[src/rtl/mem_line_ctrl.sv]
// Cache-line transfer controller: moves one LINE_BYTES line to or from memory as
// NBEAT bus beats over a shared command/data bus, with a response timeout.
module mem_line_ctrl #(
  parameter int ADDR_W     = 15,
  parameter int BUS_SIZE   = 16,
  parameter int LINE_BYTES = 16,
  parameter int TIMEOUT    = 255
) (
  input  logic                    clk,
  input  logic                    reset,
  input  logic                    req_valid,
  output logic                    req_ready,
  input  logic                    req_write,
  input  logic [ADDR_W-1:0]       req_addr,
  input  logic [LINE_BYTES*8-1:0] req_wdata,
  output logic                    resp_valid,
  output logic                    resp_err,
  output logic [LINE_BYTES*8-1:0] resp_rdata,
  output logic [ADDR_W-1:0]       mem_addr,
  output logic [1:0]              mem_cmd_out,
  output logic                    mem_cmd_oe,
  input  logic [1:0]              mem_cmd_in,
  output logic [BUS_SIZE-1:0]     mem_data_out,
  output logic                    mem_data_oe,
  input  logic [BUS_SIZE-1:0]     mem_data_in
);

  localparam int LINE_W = LINE_BYTES * 8;
  localparam int NBEAT  = LINE_W / BUS_SIZE;
  localparam int LOW_W  = LINE_W - BUS_SIZE;
  localparam int BEAT_W = (NBEAT > 1) ? $clog2(NBEAT) : 1;
  localparam int CNT_W  = (TIMEOUT > 0) ? $clog2(TIMEOUT + 1) : 1;

  localparam logic [BEAT_W-1:0] LAST_BEAT = BEAT_W'(NBEAT - 1);
  localparam logic [CNT_W-1:0]  CNT_MAX   = CNT_W'(TIMEOUT);

  typedef enum logic [1:0] {
    C2_NOP      = 2'd0,
    C2_RESPONSE = 2'd1,
    C2_READ     = 2'd2,
    C2_WRITE    = 2'd3
  } cmd_e;

  typedef enum logic [2:0] {
    IDLE,
    RD_CMD,
    RD_WAIT,
    RD_BEAT,
    WR_BEAT,
    WR_WAIT,
    DONE
  } state_e;

  state_e              state, state_nx;
  logic [BEAT_W-1:0]   beat, beat_nx;
  logic [CNT_W-1:0]    wait_cnt, wait_cnt_nx;
  logic                err, err_nx;
  logic [ADDR_W-1:0]   addr_q;
  logic [LINE_W-1:0]   wdata_q;
  logic [LOW_W-1:0]    rd_buf;
  logic                accept;
  logic                mem_resp;
  logic                rd_capture;
  logic                rd_last;

  assign accept     = (state == IDLE) && req_valid;
  assign mem_resp   = (mem_cmd_in == C2_RESPONSE);
  // Beats 0..NBEAT-2 are buffered; the final beat goes straight into resp_rdata.
  assign rd_capture = ((state == RD_WAIT) && mem_resp) ||
                      ((state == RD_BEAT) && (beat != LAST_BEAT));
  assign rd_last    = (state == RD_BEAT) && (beat == LAST_BEAT);
  assign mem_addr   = addr_q;
  assign resp_err   = resp_valid & err;

  // NOTE: every output and next-state value gets a default first, so no path
  // through the case statement can leave one unassigned and infer a latch.
  always_comb begin
    state_nx     = state;
    beat_nx      = beat;
    wait_cnt_nx  = wait_cnt;
    err_nx       = err;
    req_ready    = 1'b0;
    resp_valid   = 1'b0;
    mem_cmd_out  = C2_NOP;
    mem_cmd_oe   = 1'b0;
    mem_data_oe  = 1'b0;
    mem_data_out = '0;

    unique case (state)
      IDLE: begin
        req_ready = 1'b1;
        if (req_valid) begin
          err_nx   = 1'b0;
          beat_nx  = '0;
          state_nx = req_write ? WR_BEAT : RD_CMD;
        end
      end
      RD_CMD: begin
        mem_cmd_out = C2_READ;
        mem_cmd_oe  = 1'b1;
        wait_cnt_nx = '0;
        state_nx    = RD_WAIT;
      end
      RD_WAIT: begin
        // A response on the last allowed cycle still wins over the timeout.
        if (mem_resp) begin
          beat_nx  = BEAT_W'(1);
          state_nx = RD_BEAT;
        end else if (wait_cnt == CNT_MAX) begin
          err_nx   = 1'b1;
          state_nx = DONE;
        end else begin
          wait_cnt_nx = wait_cnt + 1'b1;
        end
      end
      RD_BEAT: begin
        if (beat == LAST_BEAT) state_nx = DONE;
        else                   beat_nx  = beat + 1'b1;
      end
      WR_BEAT: begin
        mem_cmd_out  = C2_WRITE;
        mem_cmd_oe   = 1'b1;
        mem_data_oe  = 1'b1;
        mem_data_out = wdata_q[beat*BUS_SIZE +: BUS_SIZE];
        if (beat == LAST_BEAT) begin
          wait_cnt_nx = '0;
          state_nx    = WR_WAIT;
        end else begin
          beat_nx = beat + 1'b1;
        end
      end
      WR_WAIT: begin
        if (mem_resp) begin
          state_nx = DONE;
        end else if (wait_cnt == CNT_MAX) begin
          err_nx   = 1'b1;
          state_nx = DONE;
        end else begin
          wait_cnt_nx = wait_cnt + 1'b1;
        end
      end
      DONE: begin
        resp_valid = 1'b1;
        state_nx   = IDLE;
      end
      default: state_nx = IDLE;
    endcase
  end

  // NOTE: sequential state uses non-blocking assignments so every register
  // samples pre-edge values regardless of statement order.
  always_ff @(posedge clk or negedge reset) begin
    if (!reset) begin
      state      <= IDLE;
      beat       <= '0;
      wait_cnt   <= '0;
      err        <= 1'b0;
      addr_q     <= '0;
      resp_rdata <= '0;
    end else begin
      state    <= state_nx;
      beat     <= beat_nx;
      wait_cnt <= wait_cnt_nx;
      err      <= err_nx;
      if (accept)  addr_q     <= req_addr;
      if (rd_last) resp_rdata <= {mem_data_in, rd_buf};
    end
  end

  // NOTE: line data buffers are not reset; they are always written before being
  // read, and dropping the reset keeps the wide registers cheap.
  always_ff @(posedge clk) begin
    if (accept)     wdata_q <= req_wdata;
    if (rd_capture) rd_buf  <= {mem_data_in, rd_buf[LOW_W-1:BUS_SIZE]};
  end

endmodule
[config.mk]
export PLATFORM = sky130hd
export DESIGN_NAME = mem_line_ctrl
export DESIGN_NICKNAME = d
export VERILOG_FILES = /design/src/rtl/mem_line_ctrl.sv
export SDC_FILE = /design/constraint.sdc
export NUM_CORES = 1
export LEC_CHECK = 0
export CAP_MARGIN = 20
export CORE_ASPECT_RATIO = 0.8
export CORE_MARGIN = 3
export CORE_UTILIZATION = 54
export DETAILED_ROUTE_END_ITERATION = 8
export HOLD_SLACK_MARGIN = 0.08
export PLACE_DENSITY = 0.84
export SETUP_SLACK_MARGIN = 0.15
export SLEW_MARGIN = 15
export SYNTH_ARGS = -nofsm -noshare
export SYNTH_HDL_FRONTEND = slang
export SYNTH_SLANG_ARGS = --single-unit
[constraint.sdc]
create_clock -name clk -period 12.2 [get_ports clk]
set_clock_uncertainty 0.15 [all_clocks]
set_input_delay 2.44 -clock clk [delete_from_list [all_inputs] [get_ports clk]]
set_output_delay 2.44 -clock clk [all_outputs]
set_load 0.005 [all_outputs]
== After elaboration in Yosys (flattened, before gate mapping) ==
Index checks and enable logic that the tools add are counted.

* Word-level logic and storage cells: 72
* Bits of input ports: 165
* Register bits after elaboration: 398
* Output and inout bits: 166

* Equality and inequality tests: 18
* Add/subtract/negate cells: 2
* Reduce and logical (&&, ||, !) cells: 16
* Bitwise gates (word level): 1
* Shift operators: 1
* Muxes and demuxes: 26

{| class="wikitable"
|+ Operators with widths
! cell !! count
|-
| variable part select 128 x 8 -> 16 bit || 1
|-
| two-way mux 3 bit || 10
|-
| two-way mux 8 bit || 3
|-
| case mux 8 bit (3 select lines) || 1
|-
| case mux 3 bit (6 select lines) || 1
|-
| two-way mux 16 bit || 1
|-
| == test 3 bit (second input constant) || 4
|-
| != test 2 bit (second input constant) || 6
|-
| AND reduction 4 bit || 3
|-
| case mux 3 bit (3 select lines) || 1
|-
| adder 8 x 1 -> 8 bit (second input constant) || 1
|-
| == test 8 bit (second input constant) || 1
|-
| two-way mux 1 bit || 7
|-
| == test 3 x 2 -> 1 bit (second input constant) || 2
|-
| nonzero test 3 bit || 2
|-
| OR reduction 2 bit || 3
|-
| logical AND 1 bit || 4
|-
| != test 2 x 1 -> 1 bit (second input constant) || 2
|-
| case mux 2 bit (2 select lines) || 1
|-
| adder 3 x 1 -> 3 bit (second input constant) || 1
|-
| == test 3 x 1 -> 1 bit (second input constant) || 1
|-
| zero test 3 bit || 1
|-
| != test 3 bit (second input constant) || 1
|-
| AND reduction 3 bit || 1
|-
| other kinds (5) || 5
|}

== Depth between registers and ports, before layout ==
* Word-level depth: 4
* Mapped depth: 7

== Least setup slack after synthesis ==
Ideal clock, no wire load.

* Kind: in2reg
* From: input port mem_cmd_in[1]
* To: register beat[0]
* Cell stages on the path: 4
* Data arrival time: 9.217 ns
* Path buffers: 0
* Setup time: 0.155 ns
* Path slack: 2.678 ns
* Cells stage by stage: or3b_1 a21oi_1 or3_4 o221ai_1

* Longest elaborated chain between the ends: 3

{| class="wikitable"
|+ Ends and longest elaborated chain
! what !! RTL line !! source
|-
| start, declared || 22 || <nowiki>input logic [1:0] mem_cmd_in,</nowiki>
|-
| == test 2 x 1 -> 1 bit || 67 || <nowiki>assign mem_resp = (mem_cmd_in == C2_RESPONSE);</nowiki>
|-
| != test 2 bit (no source line) || -- ||
|-
| AND reduction 4 bit (no source line) || -- ||
|-
| end signal, assigned || 162 || <nowiki>beat <= beat_nx;</nowiki>
|-
| end, declared || 55 || <nowiki>logic [BEAT_W-1:0] beat, beat_nx;</nowiki>
|}

Every way passes these cells.
A chain may end at the register's enable or synchronous reset.

== Final worst setup path ==
* From: register state[0]
* To: output port mem_data_out[10]

* Longest elaborated chain between the ends: 2

{| class="wikitable"
|+ Ends and longest elaborated chain
! what !! RTL line !! source
|-
| start, declared || 54 || <nowiki>state_e state, state_nx;</nowiki>
|-
| start signal, assigned || 161 || <nowiki>state <= state_nx;</nowiki>
|-
| == test 3 bit || 89 || <nowiki>unique case (state)</nowiki>
|-
| two-way mux 16 bit || 89 ||
|-
| end, declared || 23 || <nowiki>output logic [BUS_SIZE-1:0] mem_data_out,</nowiki>
|}

Every way passes these cells.

==> insert_results.sql <==
INSERT INTO impl_metrics (metric_group, metric, value, unit) VALUES
('status', 'status', 'finished clean', ''),
('cts', 'postCtsHoldBufs', '0', ''),
('die', 'dieHeight', '156', 'µm'),
('critical_path', 'critical_path.slowest_cell', 'sky130_fd_sc_hd__or3b_1', ''),
('die', 'die-width', '193', 'µm'),
('cts', 'cts_post_setup_buffers_inserted', '0', ''),
('global_routing', 'overflow', '0', ''),
('synth', 'synth-compound-area-share', '0.0251', ''),
('pwr', 'power-per-cell-area', '193', 'nW/µm²'),
('critical_path', 'max_stage_delay', '920', 'ps'),
('timing', 'finalHoldViolCount', '0', ''),
('timing', 'slew_headroom', '0.243', ''),
('synth', 'ys_seq_area_frac', '0.738', ''),
('global_routing', 'wire_length_of_the_first_global_routing_pass', '51300', 'µm'),
('critical_path', 'timing_worst_setup_path_type', 'register to output port', ''),
('timing', 'final_period_minus_worst_setup_slack', '5540', 'ps'),
('cts', 'clk_pin_slew_worst_paths', '60', 'ps'),
('pwr', 'leak_pwr', '8.14', 'nW'),
('synth', 'synthesis.area_per_instance', '19.2', 'µm²'),
('synth', 'yosys-mux-area-fraction', '0.177', ''),
('placed_design', 'place_hpwl', '22400', 'µm'),
('timing', 'tightest_slew', '1130', 'ps'),
('placed_design', 'portBuffers', '330', ''),
('timing', 'finalHoldWorstSlack', '297', 'ps'),
('detailed_routing', 'firstDrtPassIters', '5', ''),
('synth', 'synth_adder_area_share', '0.00248', ''),
('detailed_routing', 'route.final.wire_length', '33400', 'µm'),
('global_routing', 'groute.usage.overall', '0.225', ''),
('timing', 'final_max_slew_viol_count', '0', ''),
('cts', 'clock_tree_from_tritoncts', 'done', ''),
('critical_path', 'critPathBufInv', '1', ''),
('critical_path', 'arrival', '2950', 'ps'),
('pwr', 'vdd_ir_drop_max', '132', 'µV'),
('detailed_routing', 'routed_wire_length_per_instance', '21.8', 'µm'),
('final_layout', 'drive_gt1_frac', '0.209', ''),
('cts', 'cts-root-buf', 'sky130_fd_sc_hd__clkbuf_16', ''),
('synth', 'synth_seq_cells', '398', ''),
('critical_path', 'critPathTopFamily', 'simple AND/OR/NAND/NOR gates', ''),
('cts', 'cts_repair_resize_count', '0', ''),
('final_layout', 'n_fill_cell', '1658', ''),
('critical_path', 'cp.required', '9610', 'ps'),
('timing', 'fmax', '180', 'MHz'),
('critical_path', 'worstSetupEndpointType', 'output port', ''),
('final_layout', 'design_area', '20000', 'µm²'),
('placed_design', 'dp.cells', '1457', ''),
('synth', 'largest_family_of_logic_cells_by_synthesized_area', 'multiplexers', ''),
('die', 'rows', '54', ''),
('critical_path', 'critical_path.startpoint_type', 'register', ''),
('cts', 'cts_buffer_depth', '3', ''),
('placed_design', 'global_placer_s_final_weighted_congestion', '0.827', ''),
('global_routing', 'grt_pass1_vias', '8630', ''),
('detailed_routing', 'drcViolationCount', '0', ''),
('die', 'pin_count', '331', ''),
('final_layout', 'commonest_non_fill_non_tap_cell_in_the_layout', 'sky130_fd_sc_hd__clkdlybuf4s50_1', ''),
('synth', 'synth-edff-count', '240', ''),
('die', 'floorplan.die_area', '30100', 'µm²'),
('timing', 'tns', '0', 'ps'),
('final_layout', 'num_antenna_cells', '0', ''),
('detailed_routing', 'vias', '8042', ''),
('timing', 'fin_crit_sh', '0.454', ''),
('detailed_routing', 'detail_route.vias_per_cell', '5.26', ''),
('synth', 'synth_fp_nets', '957', ''),
('cts', 'number_of_buffers_created_by_cts', '39', ''),
('synth', 'ys_types', '53', ''),
('synth', 'synth_xor_area_frac', '0.000579', ''),
('critical_path', 'crit_path_max_fanout', '22', ''),
('hold_path', 'hold_class', 'register to register', ''),
('detailed_routing', 'antenna_left', '0', ''),
('synth', 'netlist_area', '15100', 'µm²'),
('synth', 'synth_simple_gate_area_frac', '0.0357', ''),
('final_layout', 'leading_cell_types_in_the_layout_fill_and_taps_excluded', 'sky130_fd_sc_hd__clkdlybuf4s50_1 (329), sky130_fd_sc_hd__edfxtp_1 (240), sky130_fd_sc_hd__dfrtp_1 (157)', '');
[worst paths after layout]
check	from	end	slack (ps)	cells after the start
hold / removal	rd_buf[29]	rd_buf[13]	300	0
setup / recovery	state[0]	mem_data_out[10]	6660	3
max in group asynchronous	reset	resp_rdata[95]	8610	2
hold reg to reg	rd_buf[29]	rd_buf[13]	300	0
setup reg to reg	beat[1]	rd_buf[48]	8390	7
min in group asynchronous	reset	resp_rdata[6]	1850	1
[cells by family after synthesis]
kind of cell / count (synthesis)
DFF: 398
muxes: 166
and+or+nand+nor: 120
AOI/OAI and AO/OA: 53
buffers and inverters: 48
adders and majority gates: 3
xor gates and xnor gates: 1
[cell usage after synthesis (all sizes together), types with 4 or more instances]
cell    instances  area, µm²
nand2          88        333
edfxtp        240       7210
a31oi           4       25.0
a21oi          24        124
o21ai           8       47.6
dfrtp         158       3950
mux2          128       1890
nand3           5       25.0
nand2b          9       56.3
mux2i           6       60.1
clkbuf          5       18.8
inv            12       45.0
mux4           32        721
nor2            5       21.3
buf            30        258
[registers in the layout, indices dropped and copies added, names as in the netlist]
signal	flops
mem_addr	15
state	3
wait_cnt	8
rd_buf	112
resp_rdata	128
wdata_q	128
err	1
beat	3
[layer usage]
layer,share of wire,up-vias,track usage
li1,-,3647,-
met1,0.40,4063,0.294
met2,0.51,268,0.376
met3,0.057,64,0.0521
met4,0.036,0,0.0809
met5,0,-,0
[where the power goes]
group | total [mW] | internal (mW) | switching (mW)
Combinational | 0.748 | 0.371 | 0.377
Sequential | 1.90 | 1.77 | 0.139
Clock | 1.20 | 0.714 | 0.488
[through the flow]
stage / power (mW) / setup slack (ps) / utilization
CTS: 3.89 / 6680 / 0.729
global placement: 2.65 / 6740 / 0.682
global route: 4.04 / 6510 / 0.729
floorplan: 2.36 / 2680 / -
detailed placement: 2.68 / 6730 / 0.682
finish: 3.85 / 6660 / 0.729
[final cells by class]
class | count | area [µm²] | share of cell area
Clock inverter | 16 | 173 | 0.00863
Inverter | 13 | 51.3 | 0.00256
Timing Repair Buffer | 339 | 3370 | 0.169
Multi-Input combinational cell | 343 | 3660 | 0.183
Clock buffer | 56 | 1130 | 0.0566
Tap cell | 364 | 455 | 0.0228
Sequential cell | 398 | 11200 | 0.558
Power figures use the tool's default switching activity.
